### src/rtl/som_sub_pkg.sv
// som_sub_pkg: shared widths, opcodes, FSM states and the no-label marker for the add/sub unit
package som_sub_pkg;
  localparam int DATA_W = 9;
  localparam int ADDR_W = 3;
  localparam int LABEL_W = 3;
  localparam logic [2:0] OP_SOM = 3'b000;
  localparam logic [2:0] OP_SUB = 3'b001;
  localparam logic [8:0] NO_LABEL = 9'h1FF;
  typedef enum logic [1:0] {S_IDLE, S_EXEC, S_DONE} som_sub_state_t;
endpackage

### src/rtl/som_sub_delay.sv
// som_sub_delay: down-counter loaded with LATENCY-1 on accept, flags expiry at zero
module som_sub_delay #(
  parameter int LATENCY = 2
) (
  input  logic clk,
  input  logic rst_n,
  input  logic load,
  output logic expired
);
  logic [3:0] cnt;
  always_ff @(posedge clk or negedge rst_n)
    if (!rst_n) cnt <= '0;
    else if (load) cnt <= 4'(LATENCY - 1);
    else if (cnt != '0) cnt <= cnt - 4'd1;
  assign expired = cnt == '0;
endmodule

### src/rtl/som_sub_unit.sv
// som_sub_unit: Tomasulo add/sub unit; define SOM_SUB_OVF_EN to add the carry/borrow output ovf
module som_sub_unit #(
  parameter int DATA_W = som_sub_pkg::DATA_W,
  parameter int ADDR_W = som_sub_pkg::ADDR_W,
  parameter int LABEL_W = som_sub_pkg::LABEL_W,
  parameter int LATENCY = 2
) (
  input  logic               clk,
  input  logic               rst_n,
  input  logic               run,
  input  logic [DATA_W-1:0]  reg_x,
  input  logic [DATA_W-1:0]  reg_y,
  input  logic [DATA_W-1:0]  reg_z,
  input  logic [2:0]         op,
  input  logic [ADDR_W-1:0]  in_addr_x,
  input  logic [LABEL_W-1:0] in_label,
  output logic [DATA_W-1:0]  result,
  output logic               done,
  output logic [ADDR_W-1:0]  out_addr_x,
  output logic [LABEL_W-1:0] out_label,
  output logic               busy
`ifdef SOM_SUB_OVF_EN
  ,
  output logic               ovf
`endif
);
  import som_sub_pkg::*;
`ifdef SOM_SUB_OVF_EN
  localparam int RW = DATA_W + 1;
`else
  localparam int RW = DATA_W;
`endif
  som_sub_state_t state, state_nx;
  logic [2:0] op_q;
  logic [DATA_W-1:0] y_q, z_q;
  logic [ADDR_W-1:0] addr_q;
  logic [LABEL_W-1:0] label_q;
  logic [RW-1:0] alu;
  logic accept, fire, expired, unused_x;
  assign unused_x = ^reg_x;
  assign accept = state == S_IDLE && run;
  assign fire = state == S_EXEC && expired;
  assign done = state == S_DONE;
  assign busy = state != S_IDLE;
  assign alu = op_q == OP_SOM ? RW'(y_q) + RW'(z_q) : op_q == OP_SUB ? RW'(y_q) - RW'(z_q) : '0;
  always_comb
    state_nx = state == S_IDLE ? (run ? S_EXEC : S_IDLE) :
               state == S_EXEC ? (expired ? S_DONE : S_EXEC) : S_IDLE;
  som_sub_delay #(.LATENCY(LATENCY)) u_delay (
    .clk(clk),
    .rst_n(rst_n),
    .load(accept),
    .expired(expired)
  );
  always_ff @(posedge clk or negedge rst_n)
    if (!rst_n) begin
      state <= S_IDLE;
      op_q <= '0;
      y_q <= '0;
      z_q <= '0;
      addr_q <= '0;
      label_q <= '0;
      result <= '0;
      out_addr_x <= '0;
      out_label <= '0;
`ifdef SOM_SUB_OVF_EN
      ovf <= 1'b0;
`endif
    end else begin
      state <= state_nx;
      if (accept) begin
        op_q <= op;
        y_q <= reg_y;
        z_q <= reg_z;
        addr_q <= in_addr_x;
        label_q <= in_label;
      end
      if (fire) begin
        result <= alu[DATA_W-1:0];
        out_addr_x <= addr_q;
        out_label <= label_q;
`ifdef SOM_SUB_OVF_EN
        ovf <= alu[DATA_W];
`endif
      end
    end
endmodule

### config.mk
export PLATFORM = sky130hd
export DESIGN_NAME = som_sub_unit
export DESIGN_NICKNAME = d
export VERILOG_FILES = /design/src/rtl/som_sub_pkg.sv /design/src/rtl/som_sub_delay.sv /design/src/rtl/som_sub_unit.sv
export SDC_FILE = /design/constraint.sdc
export NUM_CORES = 1
export LEC_CHECK = 0
export CORE_MARGIN = 2
export CORE_UTILIZATION = 30
export CTS_BUF_LIST = sky130_fd_sc_hd__clkbuf_4 sky130_fd_sc_hd__clkbuf_8
export DETAILED_ROUTE_END_ITERATION = 12
export PLACE_DENSITY = 0.63
export SETUP_SLACK_MARGIN = 0.5
export SYNTH_ARGS = -nofsm -noshare
export SYNTH_HDL_FRONTEND = slang
export SYNTH_HIERARCHICAL = 1
export SYNTH_SLANG_ARGS = --single-unit
### constraint.sdc
create_clock -name clk -period 3 [get_ports clk]
set_input_delay 0.9 -clock clk [delete_from_list [all_inputs] [get_ports clk]]
set_output_delay 0.9 -clock clk [all_outputs]
set_load 0.05 [all_outputs]
==> results of run 1 <==
==> layout by cell type, fill, tap and decap left out, drive strengths merged, types with 7 or more instances in the layout <==
cell and instances:
o21ai 18, inv 22, ha 18, nand2 36, nor2 13, mux2 19, a21oi 12, clkdlybuf4s50 43
o31ai 7, dfrtp 48
==> metrics by stage <==
stage,worst slack [ns],instances
4_1_cts,0.567,422
3_5_place_dp,0.531,414
2_1_floorplan,1.00,265
3_3_place_gp,0.577,414
6_report,0.591,422
5_1_grt,0.535,422
==> where the power goes <==
group | internal, mW | switching, mW | total (mW) | leakage, nW
Combinational | 1.13 | 1.50 | 2.63 | 0.832
Sequential | 0.966 | 0.258 | 1.22 | 0.591
Clock | 0.251 | 0.237 | 0.489 | 0.0548
Total | 2.34 | 2.00 | 4.34 | 1.48
==> sequential cells by signal, summed over array words and instances, names as in the netlist <==
signal / flops
addr_q: 3
out_label: 3
op_q: 3
result: 9
z_q: 9
y_q: 9
state: 2
u_delay/cnt: 4
label_q: 3
out_addr_x: 3
==> layer usage <==
metal,wire [um],global-route usage (%),vias to the layer above
met1,2570,15.9,980
met3,292,3.26,9
li1,-,-,1002
met5,0,0,-
met4,72,3.58,0
met2,2560,18.6,42
==> final timing paths <==
path / from / to / slack, ns / depth (start not counted)
hold / removal: state[1] / state[0] / 0.45 / 1
setup / recovery: result[7] / result[7] / 0.59 / 1
max in group asynchronous: rst_n / z_q[0] / 1.76 / 2
min in group asynchronous: rst_n / y_q[5] / 0.50 / 1
hold reg to reg: state[1] / state[0] / 0.45 / 1
setup reg to reg: y_q[0] / result[6] / 0.73 / 10
==> logic make-up after synthesis <==
| family | after synthesis |
|---|---|
| buffers and inverters | 32 |
| DFF | 48 |
| AOI/OAI and AO/OA | 56 |
| and+or+nand+nor | 76 |
| xor gates and xnor gates | 9 |
| adders and majority gates | 20 |
| muxes | 24 |
==> repair_timing <==
action	4_1_cts	5_1_grt
endpoints found under the setup margin	2	0
hold buffers	0	0
hold endpoints to repair	0	0
gates resized for setup	2	0
==> cell type report <==
cell class	instances	share of cell area, %
multi-input cells	185	39.9
flip-flops and latches	48	35.4
repair buffers	51	14.8
well taps	108	3.99
inverters	22	2.44
clock buffers	5	2.03
clock inverters	3	1.37
==> summary.md, run 1 <==
| Metric | Value |
|---|---|
| Number of global-route vias before repair | `2046` |
| Max-Cap Viols | `0` |
| Average wire per cell in the routed design | `13.0 um` |
| HP Class | `register to register` |
| Adder-Cell Fraction of Synth Area | `9.82%` |
| WL final | `5490 um` |
| Antenna fix cells | `0` |
| Design area | `3390 sq um` |
| Fillers | `833` |
| Chip height | `98.9 um` |
| Minimum clock period | `2.41 ns` |
| Total die area | `just under 10000 sq um` |
| Layout cells sized above 1 | `a little over an eighth` |
| Placed cell areas | `approximately 3300 sq um` |
| Top cell type's share of synthesized area | `between 40% and 50%` |
| Core area | `8720 sq um` |
| Clock transition at path regs | `around 0.1 ns` |
| Max stage delay cell, worst path | `clkdlybuf4s50_1` |
| RD Place Congestion | `0.819` |
| Residual DRC count | `0` |
| RSZ-0062 raised after global routing | `no` |
| Fmax | `0.415 GHz` |
| Netlist cell types | `48` |
| Synth area leaders | `dfrtp_1 (44%), ha_1 (8.3%), mux2_2 (7.9%)` |
| CTS buffer count | `5` |
| Sequential fraction of the synthesis area | `44.5%` |
| Layout Nets | `372` |
| Router iterations before antenna repair | `4` |
| Total power draw | `4.34 mW` |
| Least-Margin Pin Slew | `between 0.6 and 0.7 ns` |
| Main synth FF type | `dfrtp_1` |
| ANT nets after route | `0` |
| Critical Path Fanout Max | `2` |
| DP HPWL | `between 4000 and 5000 um` |
| Delay-heaviest family, CP | `buffers and inverters` |
| Setup crit end kind | `output pin` |
| Max Root-Sink Buffers | `2` |
| Most common cell in the netlist | `dfrtp_1` |
| Grt total ovfl | `0` |
| Startpoint types | `register` |
| Async set-or-reset flop fraction in the synthesized netlist | `100%` |
| Mapped Area | `~2700 sq um` |
| Clk root buf | `clkbuf_8` |
| Num ports | `56` |
| Status | `finished clean` |
| Gr usage total | `11.8%` |
| CTS H-Tree Depth | `2` |
| WS Path Type | `register to output pin` |
| Net Count, Synth | `324` |
| Main combinational cell family by area after synthesis | `compound AO/OA/AOI/OAI gates` |
| Via count | `2033` |
| Crit path DAT | `1.51 ns` |
| Worst vdd ir | `0.509 mV` |
| First-pass GRT wire length | `roughly 9400 um` |
| WP buf/inv | `1` |
| Ratio of final minimum period to clock period | `80.3%` |
| Initial antenna violation count | `0` |
| CTS tree | `done` |
| CP required | `2.10 ns` |
| Yosys Warn Count | `6` |
| Leading area contributor after synthesis | `dfrtp_1` |
| Multi-input gate area in the final layout | `around 1400 sq um` |
| Worst-Skew Late Latency | `roughly 0.31 ns` |
| Clk sinks | `between 40 and 50` |
| Lkg Pwr | `about 1.5 nW` |
| Rel. slew slack | `55.4%` |
| Post-synthesis simple-gate area fraction | `13.6%` |
| Commonest cells post-synth | `dfrtp_1 (48), nand2_1 (36), inv_1 (20)` |
| Clock Skew | `roughly 0.0085 ns` |
| Cell Rows | `34` |
| Starting Density | `31.0%` |
| Area fraction in compound gates after synthesis | `13.9%` |
| Largest net degree at the start of global routing | `33` |
| Via/cell ratio | `4.82` |
| Setup TNS | `0 ns` |
| Seq cells post-synth | `48` |
| Synth Area in XOR/XNOR | `2.92%` |
| Initial DRC Count | `98` |
| Hold Slack | `0.452 ns` |
| Final core occ | `38.9%` |
| Setup Buffers After CTS | `0` |
| Final Max Slew Viols | `0` |
| P&R area growth vs syn | `25.5%` |
| Avg Cell Area, Syn | `approximately 10 sq um` |
| Final hold vios | `0` |
| Post-synth EDFFs | `0` |
| Sequential Area | `1200 sq um` |
| Die Wd | `98.9 um` |
| Cells after Synth | `265` |
| Worst stage delay on the critical path | `0.82 ns` |
| IO buf count | `46` |
| Pwr dens | `~1300 nW/um^2` |
| Crit-path cells | `clkdlybuf4s50_1` |
| Multiplexer area fraction after synthesis | `under 10%` |
| Finish-stage setup viols | `0` |
Note: power is estimated with default switching activity, not from simulation.
==> run 2, diff against run 1 <==
Clock period 3 ns to 2.3 ns, I/O delays scaled along.
==> summary.md, run 2 (synthesis results as in run 1) <==
| Metric | Value |
|---|---|
| Commonest non-fill, non-tap cells in the layout | `dfrtp_1 (46), nand2_1 (36), clkdlybuf4s50_1 (28)` |
| Reg2reg start | `y_q[4]` |
| Cell Rows | `34 (unchanged)` |
| Final hold vios | `0 (unchanged)` |
| Average wire per cell in the routed design | `13.0 um (about the same)` |
| Lkg Pwr | `1.55 nW (+4.6%)` |
| Minimum clock period | `2.00 ns` |
| Pint | `3.40 mW (+45%)` |
| Fillers | `842 (+1.1%)` |
| FF-to-FF setup slack | `0.30 ns (-0.43 ns)` |
| Crit-path cells | `ha_2, inv_2, a21oi_1, o22ai_1, o31ai_1, xor2_1, a22o_1` |
| Status | `finished clean` |
| ANT nets after route | `0 (unchanged)` |
| Setup WS post-layout | `0.299 ns (-0.292 ns)` |
| IO buf count | `46 (unchanged)` |
| Clock network fraction of design power | `10.1% (-1.2 points)` |
| RSZ-0062 raised after global routing | `yes` |
| Regs by FF count | `result x9, y_q x9, z_q x9` |
| Starting Density | `31.0% (unchanged)` |
| Finish-stage setup viols | `0 (unchanged)` |
| Most common library cell in the layout ignoring fill and taps | `dfrtp_1` |
| WS Path Type | `register to register` |
| Antenna fix cells | `0 (unchanged)` |
| Gr usage total | `12.2% (+0.44 points)` |
| CTS H-Tree Depth | `2 (unchanged)` |
| Layout cells sized above 1 | `29.0% (+16 points)` |
| Total die area | `9780 sq um (unchanged)` |
| Worst vdd ir | `0.660 mV (+30%)` |
| Via count | `2074 (+2.0%)` |
| Rel. slew slack | `64.1% (+8.7 points)` |
| Die Wd | `98.9 um (unchanged)` |
| Pwr dens | `1710 nW/um^2 (+33%)` |
| Multi-input gate area in the final layout | `1480 sq um (+9.4%)` |
| Dpl cells | `414 (unchanged)` |
| Critical Path Fanout Max | `7 (+5)` |
| Total power draw | `6.20 mW (+43%)` |
| Setup TNS | `0 ns (unchanged)` |
| Met3 global-route usage | `2.77% (-0.50 points)` |
| Ratio of final minimum period to clock period | `87.0%` |
| First-pass GRT wire length | `9820 um (+4.5%)` |
| Startpoint types | `register` |
| HP Class | `input pin to async pin` |
| DP HPWL | `4180 um (+0.75%)` |
| Crit path DAT | `2.21 ns (+0.70 ns)` |
| Clk sinks | `48 (unchanged)` |
| Number of global-route vias before repair | `2124 (+3.8%)` |
| Crit path launch | `y_q[4]` |
| Residual DRC count | `0 (unchanged)` |
| Core area | `8720 sq um (unchanged)` |
| Initial antenna violation count | `0 (unchanged)` |
| RD Place Congestion | `0.824 (+0.63%)` |
| Clk root buf | `clkbuf_8` |
| Router iterations before antenna repair | `4 (unchanged)` |
| Max Root-Sink Buffers | `2 (unchanged)` |
| Via/cell ratio | `4.80 (-0.34%)` |
| Busiest grt layer | `met2` |
| WL final | `5620 um (+2.4%)` |
| GR Util met1 | `16.7% (+0.79 points)` |
| CTS buffer count | `5 (unchanged)` |
| Chip height | `98.9 um (unchanged)` |
| Final Max Slew Viols | `0 (unchanged)` |
| Pre-CTS setup slack | `0.211 ns (-0.320 ns)` |
| Sequential Area | `1200 sq um (+0.21%)` |
| GR Util met2 | `19.3% (+0.73 points)` |
| Post-route insts no fill | `432 (+2.4%)` |
| Fmax | `between 0.4 and 0.5 GHz` |
| Worst r2r dst | `result[6]` |
| Worst stage delay on the critical path | `0.42 ns (-0.40 ns)` |
| Initial DRC Count | `97 (-1.0%)` |
| Num ports | `56 (unchanged)` |
| Layout Nets | `382 (+2.7%)` |
| Max-Cap Viols | `0 (unchanged)` |
| Clock transition at path regs | `0.09 ns (about the same)` |
| Largest net degree at the start of global routing | `40 (+21%)` |
| Worst-Skew Late Latency | `0.31 ns (about the same)` |
| Switch share | `45.1% (-0.92 points)` |
| Clock Skew | `0.00539 ns (-0.00314 ns)` |
| P&R area growth vs syn | `34.4%` |
| Switch Pwr | `2.79 mW (+40%)` |
| Comb power frac | `63.7% (+3.2 points)` |
| Max stage delay cell, worst path | `ha_2` |
| Setup crit end kind | `register` |
| Least-Margin Pin Slew | `0.539 ns (-0.130 ns)` |
| Grt total ovfl | `0 (unchanged)` |
| R2R cell count | `7 (-3)` |
| CTS tree | `done` |
| Sequential Power Share | `26.2% (-2.0 points)` |
| CP required | `2.50 ns (+0.40 ns)` |
[run 2: cell types whose count changed in the layout (fill, tap and decap cells not counted), moves of 3 or more]
| cell | previous run | this run |
|---|---|---|
| ha_2 | 0 | 3 |
| inv_1 | 20 | 15 |
| clkdlybuf4s50_1 | 43 | 28 |
| inv_2 | 1 | 6 |
| ha_1 | 18 | 10 |
| buf_4 | 4 | 11 |
| buf_6 | 0 | 3 |
| clkdlybuf4s15_2 | 0 | 12 |
| ha_4 | 0 | 5 |
[run 2: layer usage]
metal	share of wire, %	up-vias
met1	48	1007
met5	0	-
met4	1.6	0
met2	46	35
met3	3.8	6
li1	-	1026
[run 2: worst max-delay path by stage]
| stage | to | slack [ns] | depth (start not counted) |
|---|---|---|---|
| after global routing | result[4] | 0.18 | 11 |
| final | result[6] | 0.30 | 7 |
| after CTS | result[6] | 0.28 | 10 |
| after detailed placement | busy | 0.21 | 2 |
| after global placement | busy | 0.23 | 2 |
| after floorplan | result[6] | 0.47 | 10 |
[run 2: critical path, delay by kind of cell, from the launching register on]
kind / cells / cell delay [ns]
adders and majority gates: 1 / 0.42
buffers and inverters: 1 / 0.05
AOI/OAI and AO/OA: 4 / 0.90
DFF: 1 / 0.41
xor gates and xnor gates: 1 / 0.12
[run 2: what timing repair did]
item	in CTS	in global routing
hold buffers	0	0
gates cloned	0	0
resized for setup	70	20
pin swaps	13	10
setup endpoints to repair	22	12
setup buffers	7	3
[run 2: cell type report]
type / count / share of cell area (%)
Clock buffer: 5 / 1.90
Timing Repair Buffer: 61 / 16.9
Sequential cell: 48 / 33.2
Tap cell: 108 / 3.72
Multi-Input combinational cell: 185 / 40.8
Inverter: 22 / 2.28
Clock inverter: 3 / 1.31
[run 2: power by group through the flow]
stage	clock, mW	sequential (mW)	combinational [mW]
after floorplan	0	1.94	2.35
after global placement	0	1.60	3.43
after detailed placement	0	1.62	3.50
after CTS	0.649	1.62	3.79
after global routing	0.681	1.69	4.34
final	0.625	1.63	3.94
[run 2: stage by stage]
stage | hold WS [ns] | util [%] | cell area [sq um]
floorplan | 0.394 | - | 2720
CTS | 0.370 | 40.9 | 3570
global route | 0.396 | 41.6 | 3630
finish | 0.353 | 41.6 | 3630
global placement | 0.444 | 37.9 | 3300
detailed placement | 0.451 | 37.9 | 3300
==> run 3, diff against run 2 <==
Settings changed: MAX_ROUTING_LAYER from default to met4.
==> summary.md, run 3 (synthesis results as in run 1) <==
| Metric | Value |
|---|---|
| Status | `finished clean` |
| Num ports | `56 (unchanged)` |
| Via count | `2064 (-0.48%)` |
| Finish-stage setup viols | `0 (unchanged)` |
| RD Place Congestion | `0.857 (+4.0%)` |
| Lkg Pwr | `1.53 nW (-0.89%)` |
| Metal2 WL | `2730 um (+5.0%)` |
| HP Class | `input pin to async pin` |
| Final Max Slew Viols | `0 (unchanged)` |
| Max-Cap Viols | `0 (unchanged)` |
| DP HPWL | `4120 um (-1.6%)` |
| CP required | `2.51 ns (about the same)` |
| Setup crit end kind | `register` |
| Fmax | `0.499 GHz (-0.17%)` |
| Placed cell areas | `3290 sq um (-0.38%)` |
| Post-CTS Hold Fix Bufs | `0 (unchanged)` |
| Initial DRC Count | `81 (-16%)` |
| Pwr dens | `1710 nW/um^2 (+0.31%)` |
| Least-Margin Pin Slew | `0.613 ns (+0.0737 ns)` |
| Metal3 WL | `228 um (+5.6%)` |
| Commonest non-fill, non-tap cells in the layout | `dfrtp_1 (45), nand2_1 (36), clkdlybuf4s50_1 (28)` |
| Grt total ovfl | `0 (unchanged)` |
| WL met1 | `2800 um (+3.1%)` |
| WL final | `5890 um (+4.7%)` |
| Crit path DAT | `2.21 ns (about the same)` |
| Core area | `8720 sq um (unchanged)` |
| Multi-input gate area in the final layout | `1460 sq um (-1.4%)` |
| Hold Slack | `0.460 ns (+0.107 ns)` |
| Gr usage total | `12.9% (+0.61 points)` |
| Largest net degree at the start of global routing | `49 (+23%)` |
| Design area | `3590 sq um (-1.2%)` |
| Router iterations before antenna repair | `4 (unchanged)` |
| CTS H-Tree Depth | `2 (unchanged)` |
| Clock Skew | `0.00721 ns (+0.00182 ns)` |
| Worst-Skew Late Latency | `0.32 ns (about the same)` |
| Startpoint types | `register` |
| Max Root-Sink Buffers | `2 (unchanged)` |
| Starting Density | `31.0% (unchanged)` |
| Sequential Area | `1200 sq um (+0.10%)` |
| First-pass GRT wire length | `9870 um (+0.56%)` |
| Total die area | `9780 sq um (unchanged)` |
| Die Wd | `98.9 um (unchanged)` |
| Setup TNS | `0 ns (unchanged)` |
| Initial antenna violation count | `0 (unchanged)` |
| IO buf count | `46 (unchanged)` |
| Max Used Layer | `met4` |
| Clk sinks | `48 (unchanged)` |
| WS Path Type | `register to register` |
| Chip height | `98.9 um (unchanged)` |
| Via/cell ratio | `4.79 (-0.25%)` |
| Regs by FF count | `result x9, y_q x9, z_q x9` |
| Ratio of final minimum period to clock period | `87.2% (+0.15 points)` |
| Worst vdd ir | `0.612 mV (-7.2%)` |
| Rel. slew slack | `59.2% (-4.9 points)` |
| Average wire per cell in the routed design | `13.7 um (+5.0%)` |
| Minimum clock period | `2.00 ns (+0.00348 ns)` |
| P&R area growth vs syn | `32.9%` |
| CTS tree | `done` |
| Most common library cell in the layout ignoring fill and taps | `dfrtp_1` |
| Clk root buf | `clkbuf_8` |
| ANT nets after route | `0 (unchanged)` |
| Layout cells sized above 1 | `28.5% (-0.53 points)` |
| Cell Rows | `34 (unchanged)` |
| RSZ-0062 raised after global routing | `yes` |
| Residual DRC count | `0 (unchanged)` |
| CTS buffer count | `5 (unchanged)` |
| Critical Path Fanout Max | `2 (-5)` |
| Antenna fix cells | `0 (unchanged)` |
| Layout Nets | `381 (-0.26%)` |
| Fillers | `836 (-0.71%)` |
| Clock transition at path regs | `0.09 ns (about the same)` |
| Number of global-route vias before repair | `2103 (-0.99%)` |
| Final hold vios | `0 (unchanged)` |
-- run 3: cell types whose count changed in the layout (fill, tap and decap cells not counted), sizes merged --
cell / delta
buf: -1
-- run 3: final cells by class --
type	instances	area share, %
Multi-Input combinational cell	185	40.7
Sequential cell	48	33.6
Timing Repair Buffer	60	16.4
Tap cell	108	3.77
Inverter	22	2.30
Clock buffer	5	1.92
Clock inverter	3	1.33
-- run 3: stage by stage --
step | setup WS [ns] | cells | power [mW] | utilization, %
5_1_grt | 0.167 | 431 | 6.65 | 41.1
3_5_place_dp | 0.213 | 414 | 5.14 | 37.7
6_report | 0.295 | 431 | 6.14 | 41.1
3_3_place_gp | 0.233 | 414 | 5.04 | 37.7
4_1_cts | 0.293 | 427 | 6.04 | 40.6
2_1_floorplan | 0.470 | 265 | 4.28 | -
-- run 3: metal layers --
metal | up-vias | global-route usage [%]
met3 | 13 | 3.26
met5 | - | -
li1 | 1025 | -
met2 | 48 | 19.4
met1 | 978 | 16.5
met4 | 0 | 5.16
-- run 3: repair_timing --
item / in CTS / in global routing
setup endpoints to repair: 22 / 11
hold endpoints to repair: 0 / 0
resized for setup: 70 / 16
pin swaps: 14 / 12
setup buffers: 5 / 4
-- run 3: final timing paths --
check / startpoint / end / slack (ns) / cells after the start
worst min-delay path: rst_n / u_delay/cnt[2] / 0.46 / 2
worst min register to register: state[1] / state[0] / 0.47 / 1
worst max register to register: y_q[0] / result[6] / 0.30 / 10
worst max-delay path: y_q[0] / result[6] / 0.30 / 10
max in group asynchronous: rst_n / op_q[0] / 1.39 / 2
min in group clk: state[1] / state[0] / 0.47 / 1
-- run 3: critical path, stage by stage (launching register included) --
cell,delay [ns]
dfrtp_1,0.40
inv_2,0.08
ha_4,0.14
inv_2,0.04
fa_2,0.34
a21oi_2,0.17
o22ai_2,0.09
o21ai_1,0.18
o31ai_2,0.10
xor2_1,0.18
a22o_1,0.18
-- run 3: where the power goes --
group          internal [mW]  total [mW]  switching, mW
clock                  0.328       0.632          0.305
combinational           1.74        3.87           2.13
sequential              1.27        1.64          0.370
total                   3.34        6.14           2.80
